[config.mk]
export PLATFORM = sky130hd
export DESIGN_NAME = lfsr_decoder
export DESIGN_NICKNAME = d
export VERILOG_FILES = /design/src/rtl/lfsr_decoder.sv
export SDC_FILE = /design/constraint.sdc
export NUM_CORES = 1
export LEC_CHECK = 0
export CORE_UTILIZATION = 51
export CTS_CLUSTER_SIZE = 14
export DETAILED_ROUTE_END_ITERATION = 8
export PLACE_DENSITY = 0.85
export SYNTH_ARGS = -nofsm -noshare
export SYNTH_HDL_FRONTEND = slang
export SYNTH_SLANG_ARGS = --single-unit
[constraint.sdc]
create_clock -name CLK -period 3.98 [get_ports CLK]
set_input_delay 0.796 -clock CLK [delete_from_list [all_inputs] [get_ports CLK]]
set_output_delay 0.796 -clock CLK [all_outputs]
set_load 0.05 [all_outputs]
[src/rtl/lfsr_decoder.sv]
// Recovers the 5-bit LFSR seed from an encoded word by undoing NCLK encoder clocks.
// Optional KEY/MATCH compare is built when LFSR_DEC_MATCH_EN is defined.
module lfsr_decoder #(
    parameter int STEP_W = 8
) (
    input  logic              CLK,
    input  logic              RST,
    input  logic              IN_VALID,
    output logic              IN_READY,
    input  logic [4:0]        ENC,
    input  logic [STEP_W-1:0] NCLK,
    output logic              OUT_VALID,
    input  logic              OUT_READY,
    output logic [4:0]        DEC,
    output logic              BUSY
`ifdef LFSR_DEC_MATCH_EN
    ,
    input  logic [4:0]        KEY,
    output logic              MATCH
`endif
);

    // Handshakes: a transfer happens on a rising edge where valid and ready are
    // both high; ready never depends combinationally on valid.
    typedef enum logic [1:0] {
        IDLE = 2'd0,
        RUN  = 2'd1,
        DONE = 2'd2
    } state_t;

    state_t            state_q, state_d;
    logic [4:0]        work_q, work_d;
    logic [STEP_W-1:0] cnt_q, cnt_d;

    // Inverse of one shift: {n4,n3,n2,n1,n0} -> {n3,n2,n1,n0,n4^n1}.
    function automatic logic [4:0] inv_step(input logic [4:0] n);
        return {n[3:0], n[4] ^ n[1]};
    endfunction

    function automatic logic [4:0] inv_clock(input logic [4:0] n);
        logic [4:0] v;
        v = n;
        for (int i = 0; i < 5; i++) begin
            v = inv_step(v);
        end
        return v;
    endfunction

    always_comb begin
        state_d = state_q;
        work_d  = work_q;
        cnt_d   = cnt_q;
        case (state_q)
            IDLE: begin
                if (IN_VALID) begin
                    work_d  = ENC;
                    cnt_d   = NCLK;
                    state_d = (NCLK == '0) ? DONE : RUN;
                end
            end
            RUN: begin
                work_d = inv_clock(work_q);
                cnt_d  = cnt_q - STEP_W'(1);
                if (cnt_q == STEP_W'(1)) begin
                    state_d = DONE;
                end
            end
            DONE: begin
                if (OUT_READY) begin
                    state_d = IDLE;
                end
            end
            default: state_d = IDLE;
        endcase
    end

    always_ff @(posedge CLK) begin
        if (RST) begin
            state_q <= IDLE;
            work_q  <= 5'h00;
            cnt_q   <= '0;
        end else begin
            state_q <= state_d;
            work_q  <= work_d;
            cnt_q   <= cnt_d;
        end
    end

    assign IN_READY  = (state_q == IDLE);
    assign OUT_VALID = (state_q == DONE);
    assign BUSY      = (state_q == RUN);
    assign DEC       = work_q;

`ifdef LFSR_DEC_MATCH_EN
    logic match_q, match_d;

    // Compare against the value being loaded on the edge that enters DONE.
    always_comb begin
        match_d = 1'b0;
        if (state_d == DONE) begin
            match_d = (state_q == DONE) ? match_q : (work_d == KEY);
        end
    end

    always_ff @(posedge CLK) begin
        if (RST) begin
            match_q <= 1'b0;
        end else begin
            match_q <= match_d;
        end
    end

    assign MATCH = match_q;
`endif

endmodule

# After elaboration in Yosys (flattened, before gate mapping)
# Cells that the tools add are included.
[totals]
regBits = 15
in_bits = 17
out_inout_bits = 8
elab_cells = 29
[op_classes]
add_sub_neg = 1
eq_ne = 6
muxes = 9
bitwise = 5
n_reduce_logical = 5
[ops]
columns = ["cell", "n"]
rows = [
  ["$pmux 8 s2", 1],
  ["$pmux 5 s2", 1],
  ["$eq 8x1->1 const B", 1],
  ["$logic_not 8->1", 1],
  ["$mux 2", 4],
  ["$mux 8", 1],
  ["$sub 8x1->8 const B", 1],
  ["$pmux 2 s3", 1],
  ["$mux 5", 1],
  ["$xor 1x1->1", 5],
  ["$ne 2x1->1 const B", 2],
  ["$reduce_and 3->1", 1],
  ["$eq 2x1->1 const B", 1],
  ["$eq 2x2->1 const B", 1],
  ["$logic_not 2->1", 1],
  ["$ne 2x2->1 const B", 1],
  ["$reduce_and 2->1", 1],
  ["$reduce_bool 2->1", 1],
]

# Depth between registers and ports, before layout
[logic_depth]
depth_word = 4
mapped_depth = 6
ltp_nobuf = 5

# Worst setup path before layout
# Ideal clock, no wire load.
[synth_path]
path_kind = "register to output"
start = "register state_q[0]"
end = "output port OUT_VALID"
t_arrival_ns = 1.295
required_ns = 3.184
slack_ns = 1.889
stages_incl_launch_ff = 4
n_path_buf = 2
path_cell_list = "dfxtp_1 clkbuf_2 clkbuf_1 nor2_1"
[synth_via]
elab_chain_len = 1
[synth_lines]
columns = ["item", "line_no", "text"]
rows = [
  ["from (decl)", "31", "state_t state_q, state_d;"],
  ["from (signal assigned)", "83", "state_q <= state_d;"],
  ["$eq 2x2->1", "90", "assign OUT_VALID = (state_q == DONE);"],
  ["to (decl)", "12", "output logic OUT_VALID,"],
]
# Every way passes these cells.

# Final worst setup path
[layout_path]
start = "register state_q[0]"
end = "output port BUSY"
[layout_via]
elab_chain_len = 1
[layout_lines]
columns = ["item", "line_no", "text"]
rows = [
  ["$eq 2x1->1", "91", "assign BUSY = (state_q == RUN);"],
  ["to (decl)", "15", "output logic BUSY"],
]
# Every way passes these cells.

==> flow_summary.yaml <==
run_status:
  status: "complete, no violations"
critical_path:
  start_kind: "register"
  crit_type: "register to output pin"
  worstPathRequired_ns: 3.18
  cp_max_fo: 26
  arrival_ns: 2.56
  endpoint_kind: "output pin"
clocking:
  ctsHtreeMaxLevel: 1
  cts.clk_slew.worst_paths_ns: 0.09
  cts_tree: "built"
  postCtsResizedCells: 0
  clock-sinks: 15
  cts-root-buf: "clkbuf_4"
  numCtsBuffers: 3
  clockBufferDepth: 2
  post_cts_buffers: 0
  hold_buffers: 0
  clock_latency_ns: 0.29
floorplan:
  dieArea_mm2: 0.00209
  rows: 15
  die_w_um: 45.8
  initial_core_util_pct: 55.4
  die_h_um: 45.8
  boundaryPins: 25
  core_mm2: 0.00176
power_and_ir_drop:
  pwr-share-comb_pct: 46.5
  pwr-share-clk_pct: 15.5
  switchingPower_mw: 0.252
  p_int_mw: 0.335
  finalPower_mw: 0.587
  ir_drop_uv: 286
  leakagePower_nw: 0.453
  p_sw_share_pct: 42.9
  power_frac_seq_pct: 38.0
  power_density_mw_per_mm2: 472
synth:
  synthCells: 118
  ys_seq_elements: 15
  ys_warn_count: 0
  synth_flop_cell: "dfxtp_1"
  yosys.cell_types.count: 44
  syn_nets: 137
  synth.most_common_cell: "dfxtp_1"
  postSynth.asyncResetShare_pct: 0
  netlist_area_um2: 977
  synth_top_area_cell: "dfxtp_1"
  synth_edf_count: 0
  synth_commonest_cells: "dfxtp_1 (15), inv_1 (9), nor2_1 (9), a211oi_1 (7)"
  ys_seq_area_share_pct: 30.7
  yosysTopAreaCellShare_pct: 30.7
  avgSynthCellArea_um2: 8.28
  synth_area_leaders: "dfxtp_1 (31%), a211oi_1 (5.4%), nor3b_1 (3.8%), inv_1 (3.5%), nor2_1 (3.5%)"
placed_design:
  hpwlAfterDp_um: 1940
  dpl_cell_area_mm2: 0.00122
  port_buffers: 24
  gp_congestion: 0.923
sta:
  rsz0062_at_grt: "false"
  fin_hold_ws_ns: 0.545
  finalMaxSlewViolations: 0
  period_share_pct: 84.4
  worstMarginPinSlew_ns: 0.746
  finalClockSkew_ns: 0.00237
  slew-limit-headroom_pct: 50.2
  setup_viol: 0
  tns_ns: 0
  hold_viol: 0
  finalCriticalPeriod_ns: 3.36
  fmax_ghz: 0.298
final_layout:
  syn_to_final_growth_pct: 27.3
  multi_input_area_um2: 608
  postLayoutCellArea_mm2: 0.00124
  fill_cells: 163
  fin_nets: 159
  seq_area_um2: 300
  n_antenna_cell: 0
  drive_gt1_share_pct: 10.1
global_routing:
  grt_pass1_vias: 873
  grt.total_usage_pct: 28.5
  grt_start_max_net_pins: 27
  antenna_found_initial: 0
  grt_pass1_wl_um: 4230
  overflow: 0
drt:
  vias: 1023
  viasPerCell: 6.24
  wl_per_cell_um: 16.3
  drcViolationCount: 0
  finalWirelength_um: 2680
  antenna_left: 0
  drtIter0Drc: 58
  drtPass1Iterations: 4
flow_run:
  drv_cap: 0
min_path:
  hold_path_class: "register to register"
worst paths after layout:
kind	start	to	slack (ns)	cells past startpoint
hold reg to reg	cnt_q[0]	cnt_q[0]	0.55	2
setup reg to reg	state_q[0]	cnt_q[7]	1.95	4
setup / recovery	state_q[0]	BUSY	0.62	3
hold / removal	cnt_q[0]	cnt_q[0]	0.55	2
placed cells by master, fill, tap and decap left out, types with 3 or more instances in the layout:
cell              n
clkdlybuf4s50_1  24
dfxtp_1          15
inv_1             9
nor2_1            9
a211oi_1          7
a21oi_1           5
nor3b_1           5
o21ai_0           5
nand2b_1          4
nand2_1           4
o31ai_1           4
nand3_1           4
or3b_2            3
nor3_1            3
clkbuf_4          3
per-layer routing:
layer / wire length [µm] / vias up / GRT usage [%]
met1: 1250 / 473 / 41.9
li1: - / 491 / -
met4: 26 / 0 / 10.0
met5: 0 / - / 0
met3: 221 / 4 / 5.56
met2: 1180 / 55 / 41.1
critical path: stages (launching register included):
cell	delay, ns
dfxtp_1	0.82
nand2b_1	0.39
inv_2	0.23
clkdlybuf4s50_1	0.83
power groups by stage:
stage	Clock (mW)	Sequential, mW	Combinational, mW
6_report	0.0907	0.223	0.273
5_1_grt	0.0983	0.228	0.293
4_1_cts	0.0896	0.221	0.269
3_5_place_dp	0	0.225	0.267
3_3_place_gp	0	0.222	0.267
2_1_floorplan	0	0.235	0.175
sequential cells by signal (all words and copies together) (netlist names):
signal,cells
cnt_q,8
DEC,5
state_q,2
stage by stage:
step | utilization, % | setup WS [ns] | instances
global placement | 69.0 | 1.11 | 160
detailed placement | 69.0 | 0.994 | 160
finish | 70.5 | 0.623 | 164
CTS | 70.5 | 0.670 | 164
global route | 70.5 | 0.505 | 164
floorplan | - | 1.89 | 118
logic make-up (layout without fill, tap and decap cells):
kind of cell    after synthesis  after routing  synth area share (%)
fa+ha+maj                     2              2                  2.56
flops                        15             15                  30.7
buf+inv                      17             38                  7.04
xor+xnor                      2              2                  3.33
simple gates                 43             43                  26.8
compound gates               39             39                  29.6
final cells by class:
cell class,instances,share of cell area (%)
Tap cell,25,2.52
Multi-Input combinational cell,86,48.9
Sequential cell,15,24.1
Clock buffer,4,2.11
Timing Repair Buffer,24,19.3
Inverter,10,3.02
Note: power is estimated with default switching activity, not from simulation.
